**src/rtl/ecc_145_err_monitor.sv**
```systemverilog
// Error monitor after the 145-bit ECC fault-detect stage: 2-entry skid buffer with poison tagging,
// saturating error counters and a sticky irq. Define ECC_145_ERR_LOG_EN to add the first-error log.
module ecc_145_err_monitor #(
  parameter int unsigned DATA_WIDTH = 145,
  parameter int unsigned ADDR_WIDTH = 8,
  parameter int unsigned CNT_WIDTH  = 16
) (
  input  logic                  clk,
  input  logic                  rst,
  input  logic                  in_vld,
  output logic                  in_rdy,
  input  logic [ADDR_WIDTH-1:0] in_addr,
  input  logic [DATA_WIDTH-1:0] in_data,
  input  logic                  sbit_err,
  input  logic                  dbit_err,
  input  logic                  ecc_fault,
  output logic                  out_vld,
  input  logic                  out_rdy,
  output logic [DATA_WIDTH-1:0] out_data,
  output logic                  out_poison,
  input  logic                  irq_en,
  input  logic                  irq_clr,
  input  logic                  cnt_clr,
  output logic [CNT_WIDTH-1:0]  sbit_cnt,
  output logic [CNT_WIDTH-1:0]  dbit_cnt,
  output logic [CNT_WIDTH-1:0]  fault_cnt,
  output logic                  irq,
  output logic                  err_log_vld,
  output logic [ADDR_WIDTH-1:0] err_addr,
  output logic [2:0]            err_type
);

  localparam logic [CNT_WIDTH-1:0] CNT_MAX = '1;

  logic [1:0]            count;
  logic [1:0]            count_nxt_c;
  logic [DATA_WIDTH-1:0] tail_data;
  logic                  tail_poison;
  logic                  push_c;
  logic                  pop_c;
  logic                  poison_c;
  logic                  wr_head_c;

  assign push_c    = in_vld & in_rdy;
  assign pop_c     = out_vld & out_rdy;
  assign poison_c  = dbit_err | ecc_fault;
  // Incoming beat lands at the head when the buffer is, or is about to become, empty.
  assign wr_head_c = push_c & ((count == 2'd0) | ((count == 2'd1) & pop_c));

  always_comb begin
    count_nxt_c = count;
    case ({push_c, pop_c})
      2'b10:   count_nxt_c = 2'(count + 2'd1);
      2'b01:   count_nxt_c = 2'(count - 2'd1);
      default: count_nxt_c = count;
    endcase
  end

  function automatic logic [CNT_WIDTH-1:0] cnt_upd(input logic [CNT_WIDTH-1:0] cur,
                                                   input logic clr, input logic ev);
    logic [CNT_WIDTH-1:0] base;
    base = clr ? '0 : cur;
    if (ev && (base != CNT_MAX)) base = CNT_WIDTH'(base + 1'b1);
    return base;
  endfunction

  // Skid buffer: out_data/out_poison are the head entry, tail_* the second entry.
  always_ff @(posedge clk) begin
    if (rst) begin
      count       <= 2'd0;
      in_rdy      <= 1'b1;
      out_vld     <= 1'b0;
      out_data    <= '0;
      out_poison  <= 1'b0;
      tail_data   <= '0;
      tail_poison <= 1'b0;
    end else begin
      count   <= count_nxt_c;
      out_vld <= (count_nxt_c != 2'd0);
      in_rdy  <= (count_nxt_c != 2'd2);
      if (pop_c && (count == 2'd2)) begin
        out_data   <= tail_data;
        out_poison <= tail_poison;
      end
      if (wr_head_c) begin
        out_data   <= in_data;
        out_poison <= poison_c;
      end else if (push_c) begin
        tail_data   <= in_data;
        tail_poison <= poison_c;
      end
    end
  end

  // Event counters and sticky irq; set wins over a simultaneous clear.
  always_ff @(posedge clk) begin
    if (rst) begin
      sbit_cnt  <= '0;
      dbit_cnt  <= '0;
      fault_cnt <= '0;
      irq       <= 1'b0;
    end else begin
      sbit_cnt  <= cnt_upd(sbit_cnt, cnt_clr, push_c & sbit_err);
      dbit_cnt  <= cnt_upd(dbit_cnt, cnt_clr, push_c & dbit_err);
      fault_cnt <= cnt_upd(fault_cnt, cnt_clr, push_c & ecc_fault);
      if (push_c && poison_c && irq_en) irq <= 1'b1;
      else if (irq_clr)                  irq <= 1'b0;
    end
  end

`ifdef ECC_145_ERR_LOG_EN
  logic any_err_c;
  assign any_err_c = sbit_err | dbit_err | ecc_fault;

  // First-error log; cnt_clr empties it but a same-cycle error is still captured.
  always_ff @(posedge clk) begin
    if (rst) begin
      err_log_vld <= 1'b0;
      err_addr    <= '0;
      err_type    <= 3'b000;
    end else begin
      if (cnt_clr) err_log_vld <= 1'b0;
      if (push_c && any_err_c && (cnt_clr || !err_log_vld)) begin
        err_log_vld <= 1'b1;
        err_addr    <= in_addr;
        err_type    <= {ecc_fault, dbit_err, sbit_err};
      end
    end
  end
`else
  logic unused_addr_c;
  assign unused_addr_c = ^in_addr;
  assign err_log_vld   = 1'b0;
  assign err_addr      = '0;
  assign err_type      = 3'b000;
`endif

endmodule

```
**config.mk**
```make
export PLATFORM = sky130hd
export DESIGN_NAME = ecc_145_err_monitor
export DESIGN_NICKNAME = d
export VERILOG_FILES = /design/src/rtl/ecc_145_err_monitor.sv
export SDC_FILE = /design/constraint.sdc
export NUM_CORES = 1
export LEC_CHECK = 0
export BUFFER_PORTS_ARGS = -buffer_cell sky130_fd_sc_hd__buf_4
export CORE_MARGIN = 3
export CORE_UTILIZATION = 50
export CTS_CLUSTER_DIAMETER = 100
export DETAILED_ROUTE_END_ITERATION = 10
export MAX_ROUTING_LAYER = met4
export PLACE_DENSITY_LB_ADDON = 0.05
export SLEW_MARGIN = 0
export SYNTH_ARGS = -nofsm -noshare
export SYNTH_HDL_FRONTEND = slang
export SYNTH_SLANG_ARGS = --single-unit
```
**constraint.sdc**
```tcl
create_clock -name clk -period 5.8 [get_ports clk]
set_input_delay 0.87 -clock clk [delete_from_list [all_inputs] [get_ports clk]]
set_output_delay 0.87 -clock clk [all_outputs]
set_load 0.01 [all_outputs]
```
=== Yosys cells after proc, flatten, opt, wreduce, memory -nomap -nowiden ===
Cells that the tools add are included.

* Add/subtract/negate cells: 5
* Reductions and logical operators: 11
* Bitwise gates (word level): 10
* Eq/ne operators: 8
* Multiplexer cells: 13

{| class="wikitable"
|+ Operators by type and width
! operator !! count
|-
| $mux W145 || 2
|-
| $mux W16 || 6
|-
| $add A16 B1 Y16 const B || 3
|-
| $ne A16 B16 Y1 const B || 3
|-
| $and A1 B1 Y1 || 7
|-
| $logic_and A1 B1 Y1 || 6
|-
| $reduce_bool A2 Y1 || 3
|-
| $eq A2 B1 Y1 const B || 2
|-
| $eq A2 B2 Y1 const B || 2
|-
| $mux W1 || 4
|-
| $pmux W2 S2 || 1
|-
| $add A2 B1 Y2 const B || 1
|-
| $logic_not A2 Y1 || 1
|-
| $ne A2 B2 Y1 const B || 1
|-
| $or A1 B1 Y1 || 2
|-
| $reduce_and A2 Y1 || 1
|-
| $sub A2 B1 Y2 const B || 1
|-
| $not A1 Y1 || 1
|}

* Bits of input ports: 163
* Register bits after elaboration: 345
* Logic and storage cells: 58

=== Depth between registers and ports, before layout ===
Gate-level depths: netlist of run 1.

* Depth after elaboration: 6
* Depth in mapped cells: 9
* Mapped depth without buffers: 7

=== Worst setup path before layout of run 1 ===
Ideal clock, no wire load.

* Kind: in2reg
* Start: input in_vld
* End: register fault_cnt[9]
* Arrival: 2110 ps
* Stages on the path: 4
* Setup slack: 3620 ps
* Data required time: 5730 ps
* Path through: nand3_1 -> or4_4 -> or4_1 -> a21oi_1

* Cells in the longest elaborated chain, start to end: 4

{| class="wikitable"
|+ Ends and longest elaborated chain
! what !! RTL line !! source
|-
| from (decl) || 10 || <nowiki>input logic in_vld,</nowiki>
|-
| $and A1 B1 Y1 || 44 || <nowiki>assign push_c = in_vld & in_rdy;</nowiki>
|-
| $and A1 B1 Y1 || 105 || <nowiki>fault_cnt <= cnt_upd(fault_cnt, cnt_clr, push_c & ecc_fault);</nowiki>
|-
| $logic_and A1 B1 Y1 || 63 || <nowiki>if (ev && (base != CNT_MAX)) base = CNT_WIDTH'(base + 1'b1);</nowiki>
|-
| $mux W16 || 63 ||
|-
| to (signal assigned) || 105 ||
|-
| to (decl) || 26 || <nowiki>output logic [CNT_WIDTH-1:0] fault_cnt,</nowiki>
|}

Every way passes these cells.
A chain may end at the register's enable or synchronous reset.

=== Worst setup path after layout of run 1 ===
* Start: register count[0]
* End: register out_data[51]

* Cells in the longest elaborated chain, start to end: 5
* Elaborated cells on any way between the ends: 9
* Those cells by class: 2 x eq/ne; 1 x mux; 3 x bitwise; 3 x reduce/logical

{| class="wikitable"
|+ Ends and longest elaborated chain
! what !! RTL line !! source
|-
| from (decl) || 35 || <nowiki>logic [1:0] count;</nowiki>
|-
| from (signal assigned) || 78 || <nowiki>count <= count_nxt_c;</nowiki>
|-
| $eq A2 B1 Y1 || 48 || <nowiki>assign wr_head_c = push_c & ((count == 2'd0) | ((count == 2'd1) & pop_c));</nowiki>
|-
| $and A1 B1 Y1 || 48 ||
|-
| $or A1 B1 Y1 || 48 ||
|-
| $and A1 B1 Y1 || 48 ||
|-
| $mux W145 / $reduce_bool A2 Y1 (equally long branches) || n/a ||
|-
| to (signal assigned) || 82 || <nowiki>out_data <= tail_data;</nowiki>
|-
| to (signal assigned) || 86 || <nowiki>out_data <= in_data;</nowiki>
|-
| to (decl) || 19 || <nowiki>output logic [DATA_WIDTH-1:0] out_data,</nowiki>
|}

Several ways; a longest one is shown, not always the timed one.

==> metrics.txt, run 1 <==
outcome=finished, final reports clean; number of port buffers=351; Rows=61; Yosys warnings=0; post-cts sizing count=0; Crit path arrival time=3.41 ns; startpoint types=register; Sw Share=31.9%; NumNets Final=2080; Pint=5.19 mW; f_max=334 MHz; Gate power share=28.0%; beginning of the worst register-to-register path=count[0]; Die Ht=175 µm; synthesis-to-finish area growth=27.5%; Cell Pwr Density=420 mW/mm²; clock skew=0.0120 ns; Required @ worst endpoint=6.21 ns; H-Tree Depth=2; worst setup path start=count[0]; initial antenna violation count=6; final worst path period share=51.7%; number of synthesized flops with an enable pin=0; Flop pwr share=40.7%; Total GRT Usage=24.6%; total grt overflow=0; Post-CTS Setup Repair Bufs=0; top cells by area, synth=dfxtp_1, mux2i_1, nand2_1, a211oi_1, a21oi_1; Setup crit end kind=register; switching power=2.43 mW; Post-Place Setup Slack=2.53 ns; leading area contributor after synthesis=dfxtp_1; vias per cell=5.44; io pins=372; DIE WIDTH=175 µm; R2R Path End=out_data[51]; register area share after synthesis=48.5%; Num CTS Buffers=38; vias in the first global route=11700; clk buf depth=3; largest net degree at the start of global routing=169; synthesized area=0.0142 mm²; Placeable Area=0.0279 mm²; Async SR Flop Fraction=0%; CP endpoint=out_data[51]; worst-margin pin slew=1.11 ns; Synth Instances=1642; Max VDD drop=0.349 mV; setup ws final=2.80 ns; drt pass-1 iters=5; Hold WC Path Type=reg2reg; gp weighted congestion=0.890; Starting Density=51.0%; Clock Latency Late Sink=0.51 ns; RSZ-0062 raised after global routing=false; top cell type's share of synthesized area=48.5%; Crit Path Class=reg2reg; Clk pwr share=31.3%; CTS Sinks=345; reg2reg setup slack=2.80 ns; Final Slew Violations=0; TritonCTS clock tree=yes; Setup TNS=0 ns; FF+latch count, synth=345; total number of vias=12600; Final HPWL DP=24500 µm; Final Setup Violations=0; post-route minimum period=3.00 ns; Post-route DRC=0; count of unique library cells instantiated by Yosys=59; hold buffers post-CTS=0; die area=0.0305 mm²; # Max-Cap Violations=0; Avg Inst Size Synth=8.67 µm²; DR iter-0 viols=813; fill count=2459; Slew headroom=25.2%; clk root buf=clkbuf_16; R2R cell count=7; first-pass GRT wire length=61000 µm; WL/cell=16.7 µm; Routed Antenna Nets=0; Post-synth top flop=dfxtp_1; clk slew on worst S/H paths=0.06 ns; Static Leak=8.15 nW; crit path max fanout=168; Routed WL=38800 µm; layout cells sized above 1=22.8%; Final Hold Viols=0
[power groups by stage]
stage                     Combinational, mW  Clock (mW)  Sequential (mW)
after detailed placement               2.14           0             3.15
after CTS                              2.15        2.44             3.10
after global routing                   2.35        2.54             3.16
after global placement                 2.10           0             3.13
after floorplan                        1.13           0             3.25
final                                  2.14        2.38             3.10
[critical path, cell delays in order (launching register included)]
cell      delay [ns]
dfxtp_1         0.38
inv_1           0.08
ha_1            0.20
a31oi_1         0.34
nand2b_4        0.80
buf_12          0.59
nor2_1          0.11
a211oi_1        0.28
[synth_stat cells, types with 4 or more instances]
master    number
and3_1         9
mux2i_1      155
clkbuf_1      79
nor3_1        11
a21o_1         5
buf_4         12
a21oi_1      175
and4_1         4
nand4_1       11
nand2_1      322
a211oi_1     152
and2_1         4
nor4_1         5
nor2_1       158
buf_1         13
or3_1          7
o21ai_0       14
dfxtp_1      345
buf_2         35
inv_1         11
a2111o_1       5
o311ai_0       4
nand3_1       25
ha_1           5
or4_1          5
a31oi_1        5
o31ai_1        7
nand2b_1       6
and4b_1        4
[per-layer routing]
metal  up-vias  GRT usage [%]  part of all wire, %
li1       6277              -                    -
met1      5923           29.7                   42
met2       357           38.6                   47
met3        78           8.13                  8.2
met4         0           9.08                  3.4
met5         -              -                    0
[kinds of logic (layout without fill, tap and decap cells)]
group           count (synthesis)  after routing  synth area share [%]
simple gates                  592            592                  17.8
other cells                     1             18                0.0263
compound gates                387            387                  17.3
mux                           157            157                  11.1
flops                         345            345                  48.5
fa+ha+maj                       5              5                 0.439
buf+inv                       155            442                  4.88
[state kept, by name, indices dropped and copies added (netlist names)]
register and count:
fault_cnt 16, count 2, in_rdy 1, tail_poison 1
dbit_cnt 16, out_poison 1, sbit_cnt 16, tail_data 145
out_vld 1, irq 1, out_data 145
[worst min-delay path by stage]
stage / startpoint / to / slack [ns] / cells past startpoint
after global routing: tail_data[14] / tail_data[14] / 0.47 / 2
after detailed placement: tail_data[51] / tail_data[51] / 0.45 / 2
after global placement: tail_data[117] / tail_data[117] / 0.44 / 2
final: tail_data[144] / tail_data[144] / 0.45 / 2
after CTS: tail_data[23] / tail_data[23] / 0.45 / 2
after floorplan: tail_data[0] / tail_data[0] / 0.44 / 2
[per-stage QoR]
stage               utilization, %  total power [mW]  instances  hold slack (ns)  area (µm²)
detailed placement            60.5              5.29       2250            0.446       16900
global route                  65.0              8.05       2324            0.469       18200
global placement              60.5              5.23       2250            0.441       16900
CTS                           65.0              7.69       2318            0.453       18100
finish                        65.0              7.62       2324            0.452       18200
floorplan                        -              4.38       1653            0.436       14300
[layout by cell type (no fill, tap or decap), types with 4 or more instances in the layout]
cell,instances
nand3_1,25
nor3_1,11
a21o_1,5
nor4_1,5
clkbuf_16,39
dfxtp_1,345
and3_1,9
a211oi_1,152
a21oi_1,175
mux2i_1,155
inv_1,11
a31oi_1,5
clkbuf_8,12
nand2_1,320
nand4_1,11
o31ai_1,7
ha_1,5
or3_1,7
diode_2,6
clkinv_2,11
buf_4,358
and4_1,4
o311ai_0,4
and4b_1,4
o21ai_0,14
nand2b_1,5
or4_1,5
nor2_1,158
conb_1,12
a2111o_1,5
[cell type report]
cell class | instances | area [µm²] | area share, %
Multi-Input combinational cell | 1153 | 6710 | 36.9
Sequential cell | 345 | 6910 | 38.0
Inverter | 12 | 45.0 | 0.248
Antenna cell | 6 | 15.0 | 0.0827
Clock buffer | 54 | 1150 | 6.34
Tap cell | 378 | 473 | 2.60
Timing Repair Buffer | 362 | 2760 | 15.2
Clock inverter | 14 | 101 | 0.558
Power figures use the tool's default switching activity.
==> run 2, diff against run 1 <==
==> constraint.sdc (replaced) <==
create_clock -name clk -period 2.9 [get_ports clk]
set_input_delay 0.435 -clock clk [delete_from_list [all_inputs] [get_ports clk]]
set_output_delay 0.435 -clock clk [all_outputs]
set_load 0.01 [all_outputs]
==> run 2 against run 1 <==
Against the previous run: worst setup slack lost 2.1 ns; clock power up 97%; hold slack got worse by 0.28 ns; flip-flop and latch count unchanged; die area did not move; core utilization grew 0.52 points; non-clock buffer count rose by 10; critical path type unchanged; largest cell class unchanged; largest power group unchanged; highest routed layer unchanged.
==> metrics.txt, run 2 (synthesized netlist as in run 1, its figures left out) <==
clk slew on worst S/H paths=0.06 ns (about the same); most frequent cells in the layout=buf_4, dfxtp_1, nand2_1, a21oi_1, nor2_1 (unchanged); Total GRT Usage=24.7% (was 24.6%); Hold WC Path Type=in2reg (was reg2reg); gp weighted congestion=0.853 (was 0.890); Starting Density=51.0% (unchanged); vias in the first global route=11900 (was 11700); Crit path arrival time=2.58 ns (was 3.41 ns); Slew headroom=46.6% (was 25.2%); reg2reg setup slack=0.72 ns (was 2.80 ns); M1 wire length=16000 µm (was 16200 µm); Max VDD drop=0.508 mV (was 0.349 mV); post-cts sizing count=0 (unchanged); Die Ht=175 µm (unchanged); number of port buffers=351 (unchanged); Final Setup Violations=0 (unchanged); Layout Utilization=65.5% (was 65.0%); Routed met3 length=3170 µm (was 3180 µm); Routed WL=38700 µm (was 38800 µm); Met2 Routed Length=18000 µm (was 18100 µm); Required @ worst endpoint=3.31 ns (was 6.21 ns); f_max=460 MHz (was 334 MHz); Cell Pwr Density=835 mW/mm² (was 420 mW/mm²); total grt overflow=0 (unchanged); clock skew=0.0118 ns (was 0.0120 ns); Routed Antenna Nets=0 (unchanged); Largest regs=out_data (145), tail_data (145) (unchanged); CTS Sinks=345 (unchanged); Final Slew Violations=0 (unchanged); clk root buf=clkbuf_16 (unchanged); RSZ-0062 raised after global routing=false (unchanged); synthesis-to-finish area growth=28.5% (was 27.5%); largest net degree at the start of global routing=165 (was 169); Crit Path Class=reg2reg (unchanged); Placeable Area=0.0279 mm² (unchanged); worst-margin pin slew=0.794 ns (was 1.11 ns); Register Area=0.00691 mm² (unchanged); Num CTS Buffers=38 (unchanged); die area=0.0305 mm² (unchanged); drt pass-1 iters=5 (unchanged); vias per cell=5.47 (was 5.44); Setup crit end kind=register (unchanged); Clock Latency Late Sink=0.52 ns (was 0.51 ns); DIE WIDTH=175 µm (unchanged); clk buf depth=3 (unchanged); H-Tree Depth=2 (unchanged); initial antenna violation count=3 (was 6); Final Hold Viols=0 (unchanged); fill count=2396 (was 2459); Hold Slack=0.167 ns (was 0.452 ns); hold buffers post-CTS=0 (unchanged); final worst path period share=75.0% (was 51.7%); WL/cell=16.6 µm (was 16.7 µm); Setup TNS=0 ns (unchanged); NumNets Final=2090 (was 2080); multi-input logic area=0.00671 mm² (unchanged); startpoint types=register (unchanged); layout cells sized above 1=22.6% (was 22.8%); crit path max fanout=38 (was 168); post-route minimum period=2.18 ns (was 3.00 ns); # Max-Cap Violations=0 (unchanged); total number of vias=12700 (was 12600); most common cell after layout, fill and taps aside=buf_4 (unchanged); Final HPWL DP=24800 µm (was 24500 µm); Rows=61 (unchanged); Static Leak=8.21 nW (was 8.15 nW); first-pass GRT wire length=61100 µm (was 61000 µm); highest routed metal layer=met4 (unchanged); io pins=372 (unchanged); Post-CTS Setup Repair Bufs=0 (unchanged); Post-route DRC=0 (unchanged); DR iter-0 viols=1010 (was 813); TritonCTS clock tree=yes (unchanged); outcome=finished, final reports clean (unchanged)
## run 2: area by class of cell
cell class,instances,share of cell area (%)
diodes,3,0.0410
clock inverters,4,0.109
clock buffers,63,6.55
multi-input cells,1153,36.6
repair buffers,372,16.1
flip-flops and latches,345,37.7
well taps,378,2.58
inverters,12,0.246
## run 2: power breakdown
part	switching [mW]	internal [mW]
Clock	1.88	2.81
Sequential	0.492	5.70
Combinational	2.48	1.94
## run 2: final timing paths
path	startpoint	to	cells past startpoint
setup / recovery	count[0]	out_data[11]	7
hold / removal	in_data[101]	tail_data[101]	3
setup reg to reg	count[0]	out_data[11]	7
hold reg to reg	tail_data[70]	tail_data[70]	2
## run 2: per-stage QoR
step / power (mW) / instances / instance area [µm²] / setup slack [ns]
6_report: 15.3 / 2330 / 18300 / 0.725
2_1_floorplan: 8.76 / 1653 / 14300 / 1.09
5_1_grt: 16.1 / 2330 / 18300 / 0.513
3_3_place_gp: 10.6 / 2260 / 17100 / 0.782
3_5_place_dp: 10.7 / 2260 / 17100 / 0.723
4_1_cts: 15.4 / 2327 / 18300 / 0.696
## run 2: worst max-delay path: stages, from the launching register on
cell,delay [ns]
dfxtp_1,0.37
inv_1,0.08
ha_1,0.19
a31oi_1,0.33
nand2b_4,0.36
buf_4,0.40
nor2_1,0.07
a211oi_1,0.25
## run 2: routing by layer
metal | vias up | GRT usage (%)
met5 | - | -
met4 | 0 | 9.97
met3 | 86 | 6.82
met2 | 375 | 38.8
met1 | 5975 | 30.2
li1 | 6300 | -
